`config.mk`:
```
export PLATFORM = sky130hd
export DESIGN_NAME = main_decoder
export DESIGN_NICKNAME = d
export VERILOG_FILES = /design/src/rtl/main_decoder_pkg.sv /design/src/rtl/main_decoder.sv
export SDC_FILE = /design/constraint.sdc
export NUM_CORES = 1
export LEC_CHECK = 0
export CAP_MARGIN = 20
export CORE_MARGIN = 1
export CORE_UTILIZATION = 33
export CTS_BUF_LIST = sky130_fd_sc_hd__clkbuf_8 sky130_fd_sc_hd__clkbuf_16
export CTS_CLUSTER_SIZE = 28
export DETAILED_ROUTE_END_ITERATION = 12
export PLACE_DENSITY = 0.87
export SLEW_MARGIN = 25
export SYNTH_ARGS = -nofsm -noshare
export SYNTH_HDL_FRONTEND = slang
export SYNTH_SLANG_ARGS = --single-unit
```
`constraint.sdc`:
```
create_clock -name clk -period 3.3 [get_ports clk]
set_input_delay 0.66 -clock clk [delete_from_list [all_inputs] [get_ports clk]]
set_output_delay 0.66 -clock clk [all_outputs]
set_load 0.02 [all_outputs]
```
`src/rtl/main_decoder_pkg.sv`:
```
// Shared constants and control-word layout for the main decoder.
// Field order of ctrl_t is the bit order of the exported control word.
package main_decoder_pkg;

  localparam int CTRL_W = 13;

  localparam logic [1:0] OP_DP  = 2'b00;
  localparam logic [1:0] OP_MEM = 2'b01;
  localparam logic [1:0] OP_BR  = 2'b10;

  localparam logic [1:0] IMM_DP  = 2'b00;
  localparam logic [1:0] IMM_MEM = 2'b01;
  localparam logic [1:0] IMM_BR  = 2'b10;

  localparam logic [5:0] BX_FUNCT    = 6'b010010;
  localparam logic [3:0] BX_INSTR74  = 4'b0001;
  localparam logic [3:0] MUL_INSTR74 = 4'b1001;

  typedef struct packed {
    logic       branch;
    logic       mem_to_reg;
    logic       mem_w;
    logic       alu_src;
    logic [1:0] imm_src;
    logic       reg_w3;
    logic       reg_w1;
    logic [1:0] reg_src;
    logic       alu_op;
    logic       post_idx;
    logic       mult;
  } ctrl_t;

endpackage

```
`src/rtl/main_decoder.sv`:
```
// Main instruction decoder: combinational control word plus
// a registered copy for debug and pipeline tapping.
module main_decoder
  import main_decoder_pkg::*;
(
  input  logic              clk,
  input  logic              rst_n,
  input  logic [1:0]        op,
  input  logic [5:0]        funct,
  input  logic [3:0]        instr74,
  output logic              branch,
  output logic              mem_to_reg,
  output logic              mem_w,
  output logic              alu_src,
  output logic [1:0]        imm_src,
  output logic              reg_w3,
  output logic              reg_w1,
  output logic [1:0]        reg_src,
  output logic              alu_op,
  output logic              post_idx,
  output logic              mult,
  output logic [CTRL_W-1:0] ctrl_q
);

  ctrl_t ctrl;
  logic  is_bx;
  logic  is_mul;

  assign is_bx  = (funct == BX_FUNCT) && (instr74 == BX_INSTR74);
  assign is_mul = !funct[5] && (instr74 == MUL_INSTR74);

  // Memory path reads only funct[5,4,1,0] so unknown [3:2] stay contained
  always_comb begin
    ctrl = '0;
    unique case (op)
      OP_DP: begin
        unique case (1'b1)
          is_bx: begin
            ctrl.branch = 1'b1;
          end
          is_mul: begin
            ctrl.mult   = 1'b1;
            ctrl.reg_w1 = 1'b1;
            ctrl.reg_w3 = funct[3];
          end
          default: begin
            ctrl.reg_w3  = 1'b1;
            ctrl.alu_op  = 1'b1;
            ctrl.alu_src = funct[5];
            ctrl.imm_src = IMM_DP;
          end
        endcase
      end
      OP_MEM: begin
        ctrl.imm_src    = IMM_MEM;
        ctrl.alu_src    = ~funct[5];
        ctrl.mem_to_reg = funct[0];
        ctrl.reg_w3     = funct[0];
        ctrl.mem_w      = ~funct[0];
        ctrl.reg_w1     = ~funct[4] | funct[1];
        ctrl.post_idx   = ~funct[4];
      end
      OP_BR: begin
        ctrl.branch  = 1'b1;
        ctrl.alu_src = 1'b1;
        ctrl.imm_src = IMM_BR;
        ctrl.reg_w3  = funct[4];
        ctrl.reg_src = {funct[4], 1'b1};
      end
      default: begin
        ctrl = '0;
      end
    endcase
  end

  assign branch     = ctrl.branch;
  assign mem_to_reg = ctrl.mem_to_reg;
  assign mem_w      = ctrl.mem_w;
  assign alu_src    = ctrl.alu_src;
  assign imm_src    = ctrl.imm_src;
  assign reg_w3     = ctrl.reg_w3;
  assign reg_w1     = ctrl.reg_w1;
  assign reg_src    = ctrl.reg_src;
  assign alu_op     = ctrl.alu_op;
  assign post_idx   = ctrl.post_idx;
  assign mult       = ctrl.mult;

  always_ff @(posedge clk or negedge rst_n) begin
    if (!rst_n) begin
      ctrl_q <= '0;
    end else begin
      ctrl_q <= ctrl;
    end
  end

endmodule

```
[Word level (Yosys, flattened, before mapping)]
Index checks and enable logic that the tools add are counted.
Storage, ports and cells
  register bits: 13
  input bits: 14
  logic and storage cells: 28
Operators by class
  equality and inequality tests: 5
  multiplexer cells: 13
  reduce and logical (&&, ||, !) cells: 5
  bitwise logic cells: 4
Operators by type and width (number)
  one-hot mux 4 bit (3 select lines): 1
  == test 6 x 5 -> 1 bit (second input constant): 1
  2-to-1 mux 1 bit: 6
  one-hot mux 1 bit (2 select lines): 3
  == test 4 x 1 -> 1 bit (second input constant): 1
  == test 4 bit (second input constant): 1
  2-to-1 mux 2 bit: 2
  2-to-1 mux 3 bit: 1
  inverter 1 bit: 3
  == test 2 x 1 -> 1 bit (second input constant): 1
  == test 2 bit (second input constant): 1
  logical AND 1 bit: 2
  logical NOT 2 bit: 1
  OR reduction 2 bit: 1
  logical NOT 1 bit: 1
  OR 1 bit: 1

[Depth between registers and ports, before layout]
Gate-level depths: netlist of run 1.
  depth in word-level cells: 5
  mapped depth: 5
  gate-level depth less buffers: 4

[Least setup slack after synthesis of run 1]
No wires, ideal clock.
  path type: input to output
  start: input port funct[5]
  end: output port mult
  slack: 0.746 ns
  stages on the path: 2
  data required time: 2.640 ns
  data arrival time: 1.894 ns
  buffers on the path: 0
  path through: or4b_4 > nor4_1
On the way
  longest elaborated chain between the ends: 4
RTL lines
  from (decl): line main_decoder.sv:9  | input logic [5:0] funct,
  logical NOT 1 bit: line main_decoder.sv:30  | assign is_mul = !funct[5] && (instr74 == MUL_INSTR74);
  logical AND 1 bit: line main_decoder.sv:30
  2-to-1 mux 1 bit: line main_decoder.sv:37  | unique case (1'b1)
  2-to-1 mux 1 bit: line main_decoder.sv:35  | unique case (op)
  to (decl): line main_decoder.sv:21  | output logic mult,
No other way between the ends.

[Worst setup path in the final report of run 1]
  start: input port funct[5]
  end: output port branch
On the way
  longest elaborated chain between the ends: 4
RTL lines
  == test 6 x 5 -> 1 bit: line main_decoder.sv:29  | assign is_bx = (funct == BX_FUNCT) && (instr74 == BX_INSTR74);
  logical AND 1 bit: line main_decoder.sv:29
  2-to-1 mux 1 bit: line main_decoder.sv:37
  one-hot mux 1 bit (2 select lines): line main_decoder.sv:35
  to (decl): line main_decoder.sv:11  | output logic branch,
No other way between the ends.

==> results of run 1 <==
## Yosys cell counts, drive strengths merged
cell type / n
and2: 2
or4b: 1
nand4bb: 1
inv: 3
nor3: 1
dfrtp: 13
nor4b: 1
nor2b: 2
nor2: 4
a311oi: 1
buf: 1
o21ai: 1
a21oi: 1
a22oi: 1
nor4: 1
xnor2: 1
a211oi: 2
o31ai: 1
nand2b: 1
a21o: 1
## worst max-delay path, delay by kind of cell
| kind | cells | cell delay, ps |
|---|---|---|
| and+or+nand+nor | 2 | 680 |
| buffers and inverters | 2 | 1070 |
| AOI/OAI and AO/OA | 1 | 170 |
## cell type report
cell class | instances | area share [%]
clock buffer | 3 | 4.22
clock inverter | 1 | 0.384
inverter | 3 | 1.15
multi-input combinational | 23 | 17.6
sequential | 13 | 33.2
tap | 15 | 1.92
timing repair buffer | 40 | 41.4
## through the flow
| stage | hold slack (ps) | worst slack (ps) | instances |
|---|---|---|---|
| 3_3_place_gp | 1040 | 44.3 | 94 |
| 5_1_grt | 824 | 15.5 | 98 |
| 4_1_cts | 804 | 2.89 | 98 |
| 3_5_place_dp | 1060 | 9.73 | 94 |
| 2_1_floorplan | 364 | 746 | 40 |
| 6_report | 794 | 56.9 | 98 |
## what timing repair did
item	in CTS	in global routing
resized for setup	0	4
endpoints found under the setup margin	0	2
hold endpoints to repair	0	0
hold buffers	0	0
## cells by family after synthesis
logic type	count (synthesis)
AND/OR/NAND/NOR	14
flip-flops	13
AO/OA/AOI/OAI	8
buffers and inverters	4
XOR/XNOR	1
## per-layer routing
layer	wire length (um)	up-vias	track usage [%]
li1	-	227	-
met1	556	231	22.7
met2	772	27	31.3
met3	55	4	3.80
met4	29	0	16.1
met5	0	-	0
## power breakdown
group	internal [mW]	switching, mW
registers	0.168	0.00220
logic	0.0480	0.0467
clock network	0.0821	0.0547
## worst paths after layout
path / startpoint / to / slack (ps) / cells after the start
min in group clk: funct[1] / ctrl_q[5] / 1060 / 3
max in group asynchronous: rst_n / ctrl_q[4] / 2120 / 1
min: rst_n / ctrl_q[7] / 790 / 1
max: funct[5] / branch / 60 / 5
==> flow_metrics.tcl, run 1 <==
set metrics [dict create \
    outcome "finished clean" \
    crit_slowest_cell "clkdlybuf4s50_1" \
    largest_register_ffs 13 \
    wl_mm 1.41 \
    grt.total_usage_pct 19.7 \
    grt_pass1_wl_mm 2.04 \
    dpl_cell_area_um2 920 \
    slowest_delay_ps 610 \
    post_cts_buffers 0 \
    overflow 0 \
    yosysTopAreaCellShare_pct 64.0 \
    numCtsBuffers 3 \
    syn-num-nets 54 \
    cp-start-kind "input port" \
    synth_area_leader_cell "dfrtp_1" \
    tns_ps 0 \
    drive_gt1_share_pct 9.64 \
    finalInstanceArea_um2 978 \
    drtIter0Drc 5 \
    max_cap_violations 0 \
    fmax_mhz 308 \
    n_fill_cell 107 \
    cts_root_buffer "clkbuf_8" \
    ys_seq_area_share_pct 64.0 \
    netlist_instances 40 \
    n_antenna_cell 0 \
    seqCellArea_um2 325 \
    cts.sinks 13 \
    worst_pin_slew_ps 589 \
    synthSimpleGateAreaFrac_pct 19.0 \
    crit_type "input port to output port" \
    period_minus_slack_ps 3240 \
    fp.coreArea_um2 1370 \
    final_max_slew_viol_count 0 \
    most-common-layout-cells "clkdlybuf4s50_1, dfrtp_1, nor2_1, inv_1" \
    timing.critical_path.mode_cell "clkdlybuf4s50_1" \
    die_area_um2 1700 \
    synthXorXnorAreaFrac_pct 1.72 \
    grt_pass1_vias 455 \
    dp_hpwl_mm 1.04 \
    io_pins 40 \
    grt_setup_unrepaired "no" \
    fp.dieW_um 41.2 \
    row_count 13 \
    ys_seq_elements 13 \
    final_common_cell "clkdlybuf4s50_1" \
    finalCritPeriodShare_pct 98.3 \
    power.density_nw_per_um2 410 \
    final_util_pct 71.6 \
    endpoint_kind "output port" \
    critPathArrivalTime_ps 2580 \
    critPathMaxFanout 3 \
    crit_required_ps 2640 \
    power.static_leakage_nw 0.460 \
    clk_path_buf_depth 2 \
    antenna_left 0 \
    multi_input_area_um2 173 \
    antenna_found_initial 0 \
    yosys_warnings 0 \
    ir_worst_vdd_v 0.000260 \
    cts.clk_slew.worst_paths_ps 50 \
    io_buffer_count 39 \
    initial_core_util_pct 37.2 \
    drc 0 \
    syn_area_per_cell_um2 12.7 \
    gp_congestion 0.758 \
    cts_tree "built" \
    hold_violations 0 \
    nets 98 \
    relSlewSlack_pct 60.6 \
    vias 489 \
    synthMuxAreaShare_pct 0 \
    synth_top_family_by_area "simple AND/OR/NAND/NOR gates" \
    top_register "ctrl_q" \
    power_mw 0.401 \
    firstDrtPassIters 5 \
    die_h_um 41.2 \
    path_cells "clkdlybuf4s50_1 -> or4b_4 -> nor2_1 -> a21o_1 -> clkdlybuf4s50_1" \
    synthAdderAreaFrac_pct 0 \
    synth-compound-area-share_pct 12.1 \
    ys_types 21 \
    top_regs "ctrl_q: 13 flops" \
    grt_max_degree 14 \
    htreeDepth 1 \
    post_drt_via_cell_ratio 4.99 \
    hp-class "input port to asynchronous set/reset pin" \
    synth_area_um2 508 \
    area_delta_synth_final_pct 92.6 \
    ys_top_cells_by_area "dfrtp_1, nand4bb_2, nor2_1, or4b_4, a211oi_2" \
    setup_viol 0 \
    wl_per_cell_um 14.4 \
]
Note: power is estimated with default switching activity, not from simulation.
==> inputs of run 2 (changes only) <==
ABC_CLOCK_PERIOD_IN_PS = 3300   (was unset)
==> results of run 2 <==
Same layout as run 1: the final DEF is identical, and so are final timing and power.
==> inputs of run 3 (changes only) <==
TNS_END_PERCENT = 1   (was unset)
==> results of run 3 <==
Same layout as run 1: the final DEF is identical, and so are final timing and power.
